$ cat config.mk
export PLATFORM = sky130hd
export DESIGN_NAME = conv_seq_mac_flat
export DESIGN_NICKNAME = d
export VERILOG_FILES = /design/src/rtl/conv_pkg.sv /design/src/rtl/conv_seq_mac_if.sv /design/src/rtl/conv_mac.sv /design/src/rtl/conv_seq_mac.sv /design/src/flat_wrapper.sv
export SDC_FILE = /design/constraint.sdc
export NUM_CORES = 1
export LEC_CHECK = 0
export ABC_AREA = 1
export CORE_ASPECT_RATIO = 0.6
export CORE_MARGIN = 8
export CORE_UTILIZATION = 45
export CTS_CLUSTER_DIAMETER = 100
export DETAILED_ROUTE_END_ITERATION = 10
export DONT_BUFFER_PORTS = 1
export GPL_TIMING_DRIVEN = 0
export MAX_ROUTING_LAYER = met4
export PLACE_DENSITY = 0.67
export SETUP_SLACK_MARGIN = 0.2
export SLEW_MARGIN = 10
export SYNTH_ARGS = -nofsm -noshare
export SYNTH_HDL_FRONTEND = slang
export SYNTH_SLANG_ARGS = --single-unit
$ cat constraint.sdc
create_clock -name clk -period 10.4 [get_ports clk]
set_input_delay 1.04 -clock clk [delete_from_list [all_inputs] [get_ports clk]]
set_output_delay 1.04 -clock clk [all_outputs]
set_load 0.01 [all_outputs]
$ cat src/rtl/conv_pkg.sv
// ---------------------------------------------------------------------------
// conv_pkg
// Shared types and defaults for the sequential 1-D convolution MAC.
//   conv_state_t : controller states (IDLE, RUN, DONE)
//   CONV_N/DW/OW : default samples per vector, bits per sample, bits per slot
//   conv_accw()  : accumulator width wide enough that a full slot sum of
//                  N products of two DW-bit values can never overflow
// ---------------------------------------------------------------------------
package conv_pkg;

   typedef enum logic [1:0] {
      IDLE,
      RUN,
      DONE
   } conv_state_t;

   localparam int CONV_N  = 8;
   localparam int CONV_DW = 4;
   localparam int CONV_OW = 4;

   function automatic int conv_accw(input int n, input int dw);
      return 2 * dw + $clog2(n);
   endfunction

endpackage

$ cat src/rtl/conv_seq_mac_if.sv
// ---------------------------------------------------------------------------
// conv_seq_mac_if
// Start/busy/done handshake plus operand and result buses of conv_seq_mac.
//   start : request, honoured only while the block is idle
//   x_in  : N packed samples,      x[i] = x_in[i*DW +: DW]
//   h_in  : N packed coefficients, h[j] = h_in[j*DW +: DW]
//   busy  : high while an operation is in flight (RUN and DONE)
//   done  : one-cycle pulse on the edge y_out updates
//   y_out : 2N packed result slots, slot k = y_out[k*OW +: OW]
// Modports: master (requester side), slave (conv_seq_mac side).
// ---------------------------------------------------------------------------
interface conv_seq_mac_if
   import conv_pkg::*;
#(
   parameter int N  = CONV_N,
   parameter int DW = CONV_DW,
   parameter int OW = CONV_OW
) ();

   logic              start;
   logic [N*DW-1:0]   x_in;
   logic [N*DW-1:0]   h_in;
   logic              busy;
   logic              done;
   logic [2*N*OW-1:0] y_out;

   modport master (
      output start, x_in, h_in,
      input  busy, done, y_out
   );

   modport slave (
      input  start, x_in, h_in,
      output busy, done, y_out
   );

endinterface

$ cat src/rtl/conv_mac.sv
// ---------------------------------------------------------------------------
// conv_mac
// Single multiply-accumulate stage shared by every tap of the convolution.
//   clk, rst : clock, synchronous active-high reset
//   a, b     : DW-bit unsigned operands
//   valid    : add a*b this edge (otherwise add zero)
//   clear    : zero the accumulator this edge (wins over valid)
//   acc      : registered accumulator
//   term     : the gated product being added this edge, so the caller can
//              see the post-edge sum (acc + term) on the same cycle
// ---------------------------------------------------------------------------
module conv_mac
   import conv_pkg::*;
#(
   parameter int DW   = CONV_DW,
   parameter int ACCW = conv_accw(CONV_N, CONV_DW)
) (
   input  logic            clk,
   input  logic            rst,
   input  logic [DW-1:0]   a,
   input  logic [DW-1:0]   b,
   input  logic            valid,
   input  logic            clear,
   output logic [ACCW-1:0] acc,
   output logic [ACCW-1:0] term
);

   logic [2*DW-1:0] prod;
   logic [ACCW-1:0] acc_reg;

   assign prod = {{DW{1'b0}}, a} * {{DW{1'b0}}, b};
   assign term = valid ? ACCW'(prod) : '0;

   always_ff @(posedge clk) begin
      if (rst || clear) begin
         acc_reg <= '0;
      end else begin
         acc_reg <= acc_reg + term;
      end
   end

   assign acc = acc_reg;

endmodule

$ cat src/rtl/conv_seq_mac.sv
// ---------------------------------------------------------------------------
// conv_seq_mac
// Sequential 1-D linear convolution y[k] = sum_j x[k-j]*h[j] of two N-sample
// unsigned vectors using one time-multiplexed MAC. Each slot k takes N edges
// (j = 0..N-1), so an operation runs 2N*N edges, then one DONE cycle.
//   clk, rst : clock, synchronous active-high reset (aborts a running op)
//   bus      : conv_seq_mac_if.slave (start, x_in, h_in, busy, done, y_out)
// Build option: define CONV_SATURATE_EN to clamp each slot to 2^OW-1;
// the default build keeps the low OW bits of the slot sum.
// ---------------------------------------------------------------------------
module conv_seq_mac
   import conv_pkg::*;
#(
   parameter  int N    = CONV_N,
   parameter  int DW   = CONV_DW,
   parameter  int OW   = CONV_OW,
   localparam int ACCW = conv_accw(N, DW)
) (
   input logic           clk,
   input logic           rst,
   conv_seq_mac_if.slave bus
);

   localparam int KW = $clog2(2 * N);
   localparam int JW = $clog2(N);

   conv_state_t       state_reg;
   logic [KW-1:0]     k_reg;
   logic [JW-1:0]     j_reg;
   logic              busy_reg;
   logic              done_reg;
   logic [2*N*OW-1:0] y_out_reg;
   logic [2*N*OW-1:0] y_next;

   logic [DW-1:0]     x_reg   [N];
   logic [DW-1:0]     h_reg   [N];
   logic [OW-1:0]     res_reg [2*N];

   logic [KW-1:0]     diff;
   logic [JW-1:0]     idx;
   logic              tap_valid;
   logic              last_tap;
   logic              last_slot;
   logic              mac_clear;
   logic [ACCW-1:0]   mac_acc;
   logic [ACCW-1:0]   mac_term;
   logic [ACCW-1:0]   slot_sum;
   logic [OW-1:0]     slot_val;

   // Tap j of slot k reads x[k-j]; taps falling outside 0..N-1 add zero.
   assign diff      = k_reg - KW'(j_reg);
   assign idx       = diff[JW-1:0];
   assign tap_valid = (state_reg == RUN) && (k_reg >= KW'(j_reg)) && (diff < KW'(N));
   assign last_tap  = (j_reg == JW'(N - 1));
   assign last_slot = (k_reg == KW'(2 * N - 1));

   // Outside RUN the accumulator is held at zero, so a new op starts clean.
   // On the last tap it is cleared for the next slot while the complete
   // sum (acc + this edge's term) goes to the result buffer.
   assign mac_clear = (state_reg != RUN) || last_tap;

   conv_mac #(
      .DW   (DW),
      .ACCW (ACCW)
   ) u_mac (
      .clk   (clk),
      .rst   (rst),
      .a     (x_reg[idx]),
      .b     (h_reg[j_reg]),
      .valid (tap_valid),
      .clear (mac_clear),
      .acc   (mac_acc),
      .term  (mac_term)
   );

   assign slot_sum = mac_acc + mac_term;

`ifdef CONV_SATURATE_EN
   assign slot_val = ((slot_sum >> OW) != '0) ? {OW{1'b1}} : slot_sum[OW-1:0];
`else
   // Upper bits are intentionally dropped (modulo 2^OW).
   logic unused_hi;
   assign unused_hi = ^(slot_sum >> OW);
   assign slot_val  = slot_sum[OW-1:0];
`endif

   // Operand capture on the accepting edge; inputs are don't-care afterwards.
   always_ff @(posedge clk) begin
      if (state_reg == IDLE && bus.start) begin
         for (int i = 0; i < N; i++) begin
            x_reg[i] <= bus.x_in[i*DW +: DW];
            h_reg[i] <= bus.h_in[i*DW +: DW];
         end
      end
   end

   // Result buffer: slot k written on its last tap.
   always_ff @(posedge clk) begin
      if (rst) begin
         for (int i = 0; i < 2 * N; i++) begin
            res_reg[i] <= '0;
         end
      end else if (state_reg == RUN && last_tap) begin
         res_reg[k_reg] <= slot_val;
      end
   end

   // The final slot is completed on the same edge y_out loads, so it is
   // taken straight from the MAC rather than from the buffer.
   for (genvar gi = 0; gi < 2 * N; gi++) begin : g_pack
      if (gi == 2 * N - 1) begin : g_last
         assign y_next[gi*OW +: OW] = slot_val;
      end else begin : g_buf
         assign y_next[gi*OW +: OW] = res_reg[gi];
      end
   end

   always_ff @(posedge clk) begin
      if (rst) begin
         state_reg <= IDLE;
         k_reg     <= '0;
         j_reg     <= '0;
         busy_reg  <= 1'b0;
         done_reg  <= 1'b0;
         y_out_reg <= '0;
      end else begin
         case (state_reg)
            IDLE: begin
               done_reg <= 1'b0;
               if (bus.start) begin
                  state_reg <= RUN;
                  busy_reg  <= 1'b1;
                  k_reg     <= '0;
                  j_reg     <= '0;
               end
            end
            RUN: begin
               if (last_tap) begin
                  j_reg <= '0;
                  k_reg <= k_reg + KW'(1);
                  if (last_slot) begin
                     state_reg <= DONE;
                     done_reg  <= 1'b1;
                     y_out_reg <= y_next;
                  end
               end else begin
                  j_reg <= j_reg + JW'(1);
               end
            end
            DONE: begin
               state_reg <= IDLE;
               done_reg  <= 1'b0;
               busy_reg  <= 1'b0;
            end
            default: begin
               state_reg <= IDLE;
            end
         endcase
      end
   end

   assign bus.busy  = busy_reg;
   assign bus.done  = done_reg;
   assign bus.y_out = y_out_reg;

endmodule

$ cat src/flat_wrapper.sv
// flat-port wrapper written by rule: the top's interface ports become plain ports
module conv_seq_mac_flat import conv_pkg::*;
#(
   parameter  int N    = CONV_N,
   parameter  int DW   = CONV_DW,
   parameter  int OW   = CONV_OW,
   localparam int ACCW = conv_accw(N, DW)
)
  (clk, rst, bus_start, bus_x_in, bus_h_in, bus_busy, bus_done, bus_y_out);
  conv_seq_mac_if #(.N(N), .DW(DW), .OW(OW)) bus_i ();
  input logic clk;
  input logic rst;
  input wire logic [$bits(bus_i.start)-1:0] bus_start;
  input wire logic [$bits(bus_i.x_in)-1:0] bus_x_in;
  input wire logic [$bits(bus_i.h_in)-1:0] bus_h_in;
  output wire logic [$bits(bus_i.busy)-1:0] bus_busy;
  output wire logic [$bits(bus_i.done)-1:0] bus_done;
  output wire logic [$bits(bus_i.y_out)-1:0] bus_y_out;
  assign bus_i.start = bus_start;
  assign bus_i.x_in = bus_x_in;
  assign bus_i.h_in = bus_h_in;
  assign bus_busy = bus_i.busy;
  assign bus_done = bus_i.done;
  assign bus_y_out = bus_i.y_out;
  conv_seq_mac #(.N(N), .DW(DW), .OW(OW)) u_core (.clk(clk), .rst(rst), .bus(bus_i));
endmodule
==> results.yml, run 1 <==
outcome:
  status: "finished clean"
cells_and_area:
  final_nets: 928
  final_common_cell: "nor2_1"
  filler_cell_count: 1643
  design_area_um2: 9260
  layoutNonFillerInstCount: 1096
  syn_to_final_growth_pct: 11.9
  drive_gt1_frac: 0.0795
  fin_util: 0.514
  final_cell_mix: "nor2_1, nand2_1, edfxtp_1, dfxtp_1, o21ai_0"
global_routing:
  grt_pass1_wl_um: 29300
  grt_max_degree: 33
  grt-ovfl-total: 0
  grt_pass1_vias: 5236
  track_usage: 0.165
  antenna_found_initial: 1
flow_run:
  maxCapViolCount: 0
cts:
  tritoncts: "done"
  cts-root-buf: "clkbuf_16"
  clock_latency_ps: 490
  cts_resized: 0
  cts_setup_buffers: 0
  cts.sinks: 206
  cts_buffer_depth: 3
  hold_buffers: 0
  h-tree-depth: 1
  cts_buffers: 19
  clkSlewWorstSetupHoldPaths_ps: 70
sta:
  slew_violations: 0
  post-route-period-util: 0.477
  max_slew.worst_pin.slew_ps: 777
  setup_ws_ps: 5440
  setup_viol: 0
  timing.hold.ws_ps: 470
  skew_ps: 24.5
  min_period_ps: 4960
  max_freq_ghz: 0.201
  grt_setup_unrepaired: "no"
  setup_tns_ps: 0
  hold_violations: 0
  max_slew_margin: 0.480
critical_path:
  r2r_cells: 20
  cp_slowest_stage_delay_ps: 650
  crit_path_frequent_cell: "ha_1"
  critPathRequiredTime_ps: 10600
  cpMaxStageDelayCell: "xor2_1"
  cp.arrival_ps: 5160
  reg2reg_slack_ps: 5440
  critical_path.cell_chain: "inv_1 > ha_1 > fa_1 > buf_6 > inv_2 > nand3_1 > nand2_1 > nand2_1 > and2_1 > inv_1 > nor2_1 > ha_1 > ha_1 > ha_1 > inv_1 > nor2_1 > ha_1 > xor2_1 > clkbuf_1 > nor2_1"
  endpoint_kind: "flop"
  critPathMaxFanout: 10
  reg2reg_from: "u_core.k_reg[0]"
  critPathKind: "reg2reg"
  startpoint_type: "flop"
  r2r-end: "u_core.res_reg[1][2]"
yosys:
  syn_area_um2: 8280
  synth_cell_types: 34
  yosysSeqAreaShare: 0.648
  synth_seq_cells: 206
  synthCells: 820
  postSynthAreaPerCell_um2: 10.1
  syn_nets: 905
  yosys_warnings: 0
power_and_ir_drop:
  leakagePower_nw: 3.75
  power_density_nw_per_um2: 198
  ir_drop_v: 0.000140
  power_mw: 1.84
placed_design:
  port_buffers: 0
  place_ws_ps: 5410
  placed_area_um2: 8630
  place_congestion: 0.834
  dp_hpwl_um: 13800
  post-place-cells: 1062
floorplanning:
  die_x_um: 191
  core_um2: 18000
  ios: 133
  die_area_um2: 23100
  rows: 38
  die_h_um: 121
  initial_core_util: 0.459
worst_hold_path:
  whs_endpoint: "bus_y_out[7]"
  hp-class: "reg2reg"
  whs_path_depth: 2
  min_from: "u_core.res_reg[1][3]"
detailed_routing:
  wl_per_cell_um: 17.3
  ant_nets: 0
  viasPerCell: 5.00
  drt_wl_total_um: 18900
  first_pass_iters: 6
  vias: 5475
  drtIter0Drc: 387
  route.detailed.drc: 0
-- per-layer routing --
metal	vias to the layer above	track usage	part of all wire
li1	2749	-	-
met2	174	0.216	0.39
met3	24	0.0551	0.096
met5	-	-	0
met4	0	0.0326	0.014
met1	2528	0.243	0.50
-- worst max path at each step --
| stage | startpoint | endpoint | slack [ps] | cells after the start |
|---|---|---|---|---|
| 2_1_floorplan | bus_start | u_core.k_reg[0] | 5520 | 7 |
| 3_3_place_gp | bus_start | u_core.k_reg[1] | 4080 | 7 |
| 3_5_place_dp | u_core.k_reg[0] | u_core.res_reg[5][2] | 5410 | 20 |
| 4_1_cts | u_core.k_reg[0] | u_core.res_reg[1][2] | 5360 | 20 |
| 5_1_grt | u_core.k_reg[0] | u_core.res_reg[1][2] | 5100 | 20 |
| 6_report | u_core.k_reg[0] | u_core.res_reg[1][2] | 5440 | 20 |
-- synthesized netlist by cell type --
cell / n / area share
nand3_2: 1 / 0.0012
buf_8: 1 / 0.0018
ha_1: 16 / 0.024
buf_6: 6 / 0.0082
inv_2: 3 / 0.0014
nor2_2: 2 / 0.0015
edfxtp_1: 124 / 0.45
a21oi_1: 16 / 0.0097
nand2_4: 1 / 0.0014
clkinv_1: 2 / 0.00091
clkbuf_1: 26 / 0.012
and2_1: 1 / 0.00076
nor2_1: 201 / 0.091
nand4_1: 1 / 0.00076
nand3_1: 44 / 0.027
a211oi_1: 2 / 0.0018
xor2_1: 2 / 0.0021
o21ai_0: 72 / 0.044
nand2_1: 135 / 0.061
fa_1: 2 / 0.0048
dfxtp_1: 82 / 0.20
xnor2_2: 1 / 0.0020
inv_4: 1 / 0.00076
nand2_2: 7 / 0.0053
o31ai_1: 1 / 0.00091
buf_2: 1 / 0.00060
nor2_4: 10 / 0.014
nor3_1: 6 / 0.0036
o21ai_2: 1 / 0.0011
buf_12: 2 / 0.0048
inv_8: 1 / 0.0014
inv_1: 47 / 0.021
o211ai_1: 1 / 0.00091
o21ai_1: 1 / 0.00060
-- where the power goes --
group          switching [mW]  internal, mW
combinational           0.158        0.0732
clock                   0.294         0.406
sequential            0.00954         0.894
-- final cells by class --
type	count	area (um^2)	area share
Multi-Input combinational cell	524	2480	0.268
Clock buffer	27	568	0.0614
Antenna cell	1	2.50	0.000270
Clock inverter	6	55.1	0.00595
Inverter	54	213	0.0230
Buffer	36	225	0.0243
Timing Repair Buffer	2	47.5	0.00514
Sequential cell	206	5370	0.580
Tap cell	240	300	0.0324
-- critical path, delay by kind of cell (launching register included) --
kind | cells | cell delay, ps
adders and majority gates | 6 | 1900
DFF | 1 | 370
buffers and inverters | 6 | 1140
and+or+nand+nor | 7 | 600
xor gates and xnor gates | 1 | 650
-- cell families (layout without fill, tap and decap cells) --
kind of cell / Yosys count / in the layout / synth area share
XOR/XNOR: 3 / 3 / 0.00408
AND/OR/NAND/NOR: 409 / 409 / 0.207
buffers and inverters: 90 / 125 / 0.0529
adder cells (fa/ha/maj): 18 / 18 / 0.0290
AO/OA/AOI/OAI: 94 / 94 / 0.0585
other: 0 / 1 / 0
flip-flops: 206 / 206 / 0.648
Note: power is estimated with default switching activity, not from simulation.
==> run 2, diff against run 1 <==
--- a/config.mk
+++ b/config.mk
@@ -5,7 +5,7 @@
 export SDC_FILE = /design/constraint.sdc
 export NUM_CORES = 1
 export LEC_CHECK = 0
-export ABC_AREA = 1
+export ABC_AREA = 0
 export CORE_ASPECT_RATIO = 0.6
 export CORE_MARGIN = 8
 export CORE_UTILIZATION = 45
@@ -14,7 +14,7 @@
 export DONT_BUFFER_PORTS = 1
 export GPL_TIMING_DRIVEN = 0
 export MAX_ROUTING_LAYER = met4
-export PLACE_DENSITY = 0.67
+export PLACE_DENSITY = 0.69
 export SETUP_SLACK_MARGIN = 0.2
 export SLEW_MARGIN = 10
 export SYNTH_ARGS = -nofsm -noshare
==> constraint.sdc (replaced) <==
create_clock -name clk -period 4.2 [get_ports clk]
set_input_delay 0.42 -clock clk [delete_from_list [all_inputs] [get_ports clk]]
set_output_delay 0.42 -clock clk [all_outputs]
set_load 0.01 [all_outputs]
==> results.yml, run 2 <==
outcome:
  status: "finished with violations"
  violations: "negative setup slack"
yosys:
  synthTopCellsByCount: "nand2_1, edfxtp_1, dfxtp_1, nor2_1, a21oi_1"
  synthFlopType: "edfxtp_1"
  synthMostInstantiatedCell: "nand2_1"
  yosysTopAreaCell: "edfxtp_1"
  synth_top_area_frac: 0.467
  yosysSeqAreaShare: 0.673
  synthCells: 662
  synth_seq_cells: 206
  synth_cell_types: 41
  synthArstFlopShare: 0
  synth.area.top_cells: "edfxtp_1, dfxtp_1, nand2_1"
  yosys_warnings: 0
  synth-edff-count: 124
  syn_area_um2: 7970
  postSynthAreaPerCell_um2: 12.0
  syn_nets: 747
placed_design:
  placed_area_um2: 8350
  place_congestion: 0.801
  port_buffers: 0
  dp_hpwl_um: 13000
  post-place-cells: 899
  place_ws_ps: -926
critical_path:
  startpoint_type: "flop"
  reg2reg_slack_ps: -310
  cp_slowest_stage_delay_ps: 570
  cpMaxStageDelayCell: "fa_2"
  reg2reg_from: "u_core.k_reg[0]"
  critPathMaxFanout: 8
  critPathKind: "reg2reg"
  cp_top_family: "adder cells"
  critical_path.cell_chain: "inv_4 > ha_4 > fa_2 > buf_8 > mux2i_1 > mux4_2 > nor2_4 > ha_4 > ha_4 > ha_4 > xnor2_4 > xnor2_2 > or3_4 > a221oi_4 > mux2i_4 > xnor2_4 > buf_6 > buf_12 > nor2_2"
  cp.arrival_ps: 4740
  r2r_cells: 19
  endpoint_kind: "flop"
  critPathBufInv: 4
  crit_path_frequent_cell: "ha_4"
  r2r-end: "u_core.res_reg[14][3]"
  critPathRequiredTime_ps: 4430
detailed_routing:
  viasPerCell: 5.15
  vias: 4979
  wl_per_cell_um: 18.8
  drtIter0Drc: 330
  drt_wl_total_um: 18200
  first_pass_iters: 4
  route.detailed.drc: 0
  ant_nets: 0
cells_and_area:
  diodes: 0
  design_area_um2: 9580
  fin_util: 0.556
  filler_cell_count: 1435
  drive_gt1_frac: 0.160
  layoutNonFillerInstCount: 966
  final_common_cell: "nand2_1"
  syn_to_final_growth_pct: 20.2
  final_cell_mix: "nand2_1, edfxtp_1, dfxtp_1, a21oi_1, nor2_1"
  final_nets: 803
global_routing:
  top_usage_layer: "met2"
  antenna_found_initial: 0
  met3_usage: 0.0577
  track_usage: 0.164
  grt-ovfl-total: 0
  grt_max_degree: 21
  grt_pass1_vias: 5251
  grt_pass1_wl_um: 28600
  use_met1: 0.212
  met2_usage: 0.247
power_and_ir_drop:
  ir_drop_v: 0.000327
  power_mw: 4.39
  leakagePower_nw: 3.22
  power_density_nw_per_um2: 458
sta:
  max_freq_ghz: 0.222
  max_slew.worst_pin.slew_ps: 838
  grt_setup_unrepaired: "yes"
  setup_ws_ps: -305
  hold_violations: 0
  max_slew_margin: 0.441
  setup_tns_ps: -4730
  timing.hold.ws_ps: 21.3
  slew_violations: 0
  setup_viol: 17
  min_period_ps: 4510
  skew_ps: 20.1
  post-route-period-util: 1.07
worst_hold_path:
  min_from: "bus_x_in[2]"
  whs_path_depth: 0
  hp-class: "in2reg"
  whs_endpoint: "u_core.x_reg[0][2]"
floorplanning:
  ios: 133
  core_um2: 17200
  die_area_um2: 22400
  die_x_um: 188
  rows: 37
  initial_core_util: 0.463
  die_h_um: 119
cts:
  tritoncts: "done"
  cts-root-buf: "clkbuf_16"
  clkSlewWorstSetupHoldPaths_ps: 60
  h-tree-depth: 1
  cts.sinks: 206
  cts_buffers: 20
  cts_buffer_depth: 3
  clock_latency_ps: 490
flow_run:
  maxCapViolCount: 0
run 2: changes by cell type in the layout (fill, tap and decap cells not counted), sizes merged, moves of 14 or more:
cell         before  now
a21oi            16   69
buf              12   30
dlygate4sd3       0   14
inv              52   13
mux2i             0   15
mux4              0   14
nand2b            0   16
nand3            45    7
nor2            213   92
o21ai            74    2
run 2: logic make-up after synthesis:
group / Yosys count / synth area share
AOI/OAI and AO/OA: 83 / 0.0575
xor gates and xnor gates: 9 / 0.0135
adders and majority gates: 18 / 0.0301
buffers and inverters: 48 / 0.0248
DFF: 206 / 0.673
muxes: 29 / 0.0589
and+or+nand+nor: 269 / 0.142
run 2: worst max-delay path by stage:
stage                            end             from  slack (ps)  cells after the start
6_report       u_core.res_reg[14][3]  u_core.k_reg[0]        -310                     19
3_3_place_gp   u_core.res_reg[14][3]  u_core.k_reg[0]        -770                     18
2_1_floorplan  u_core.res_reg[12][3]  u_core.k_reg[0]        -230                     18
5_1_grt        u_core.res_reg[14][3]  u_core.k_reg[0]        -420                     19
4_1_cts         u_core.res_reg[2][3]  u_core.k_reg[0]        -290                     19
3_5_place_dp   u_core.res_reg[12][3]  u_core.k_reg[0]        -930                     18
run 2: per-layer routing:
metal / wire length (um) / vias up
met5: 0 / -
met3: 1620 / 26
li1: - / 2401
met4: 337 / 0
met1: 8100 / 2391
met2: 8140 / 161
run 2: repair_timing:
| item | CTS | global route |
|---|---|---|
| endpoints found under the setup margin | 44 | 43 |
| hold buffers | 0 | 14 |
| pin swaps | 7 | 3 |
| endpoints found under the hold margin | 0 | 14 |
| gates cloned | 2 | 0 |
| setup buffers | 14 | 1 |
| resized for setup | 34 | 36 |
run 2: cell type report:
type / count / area (um^2) / share of cell area
clock buffer: 30 / 601 / 0.0627
sequential: 206 / 5370 / 0.561
tap: 234 / 293 / 0.0306
clock inverter: 6 / 31.3 / 0.00327
multi-input combinational: 408 / 2680 / 0.280
buffer: 36 / 185 / 0.0193
inverter: 12 / 47.5 / 0.00496
timing repair buffer: 34 / 370 / 0.0387
run 2: report_power, final:
group | switching [mW] | internal (mW)
logic | 0.228 | 0.206
registers | 0.0211 | 2.21
clock network | 0.728 | 0.992
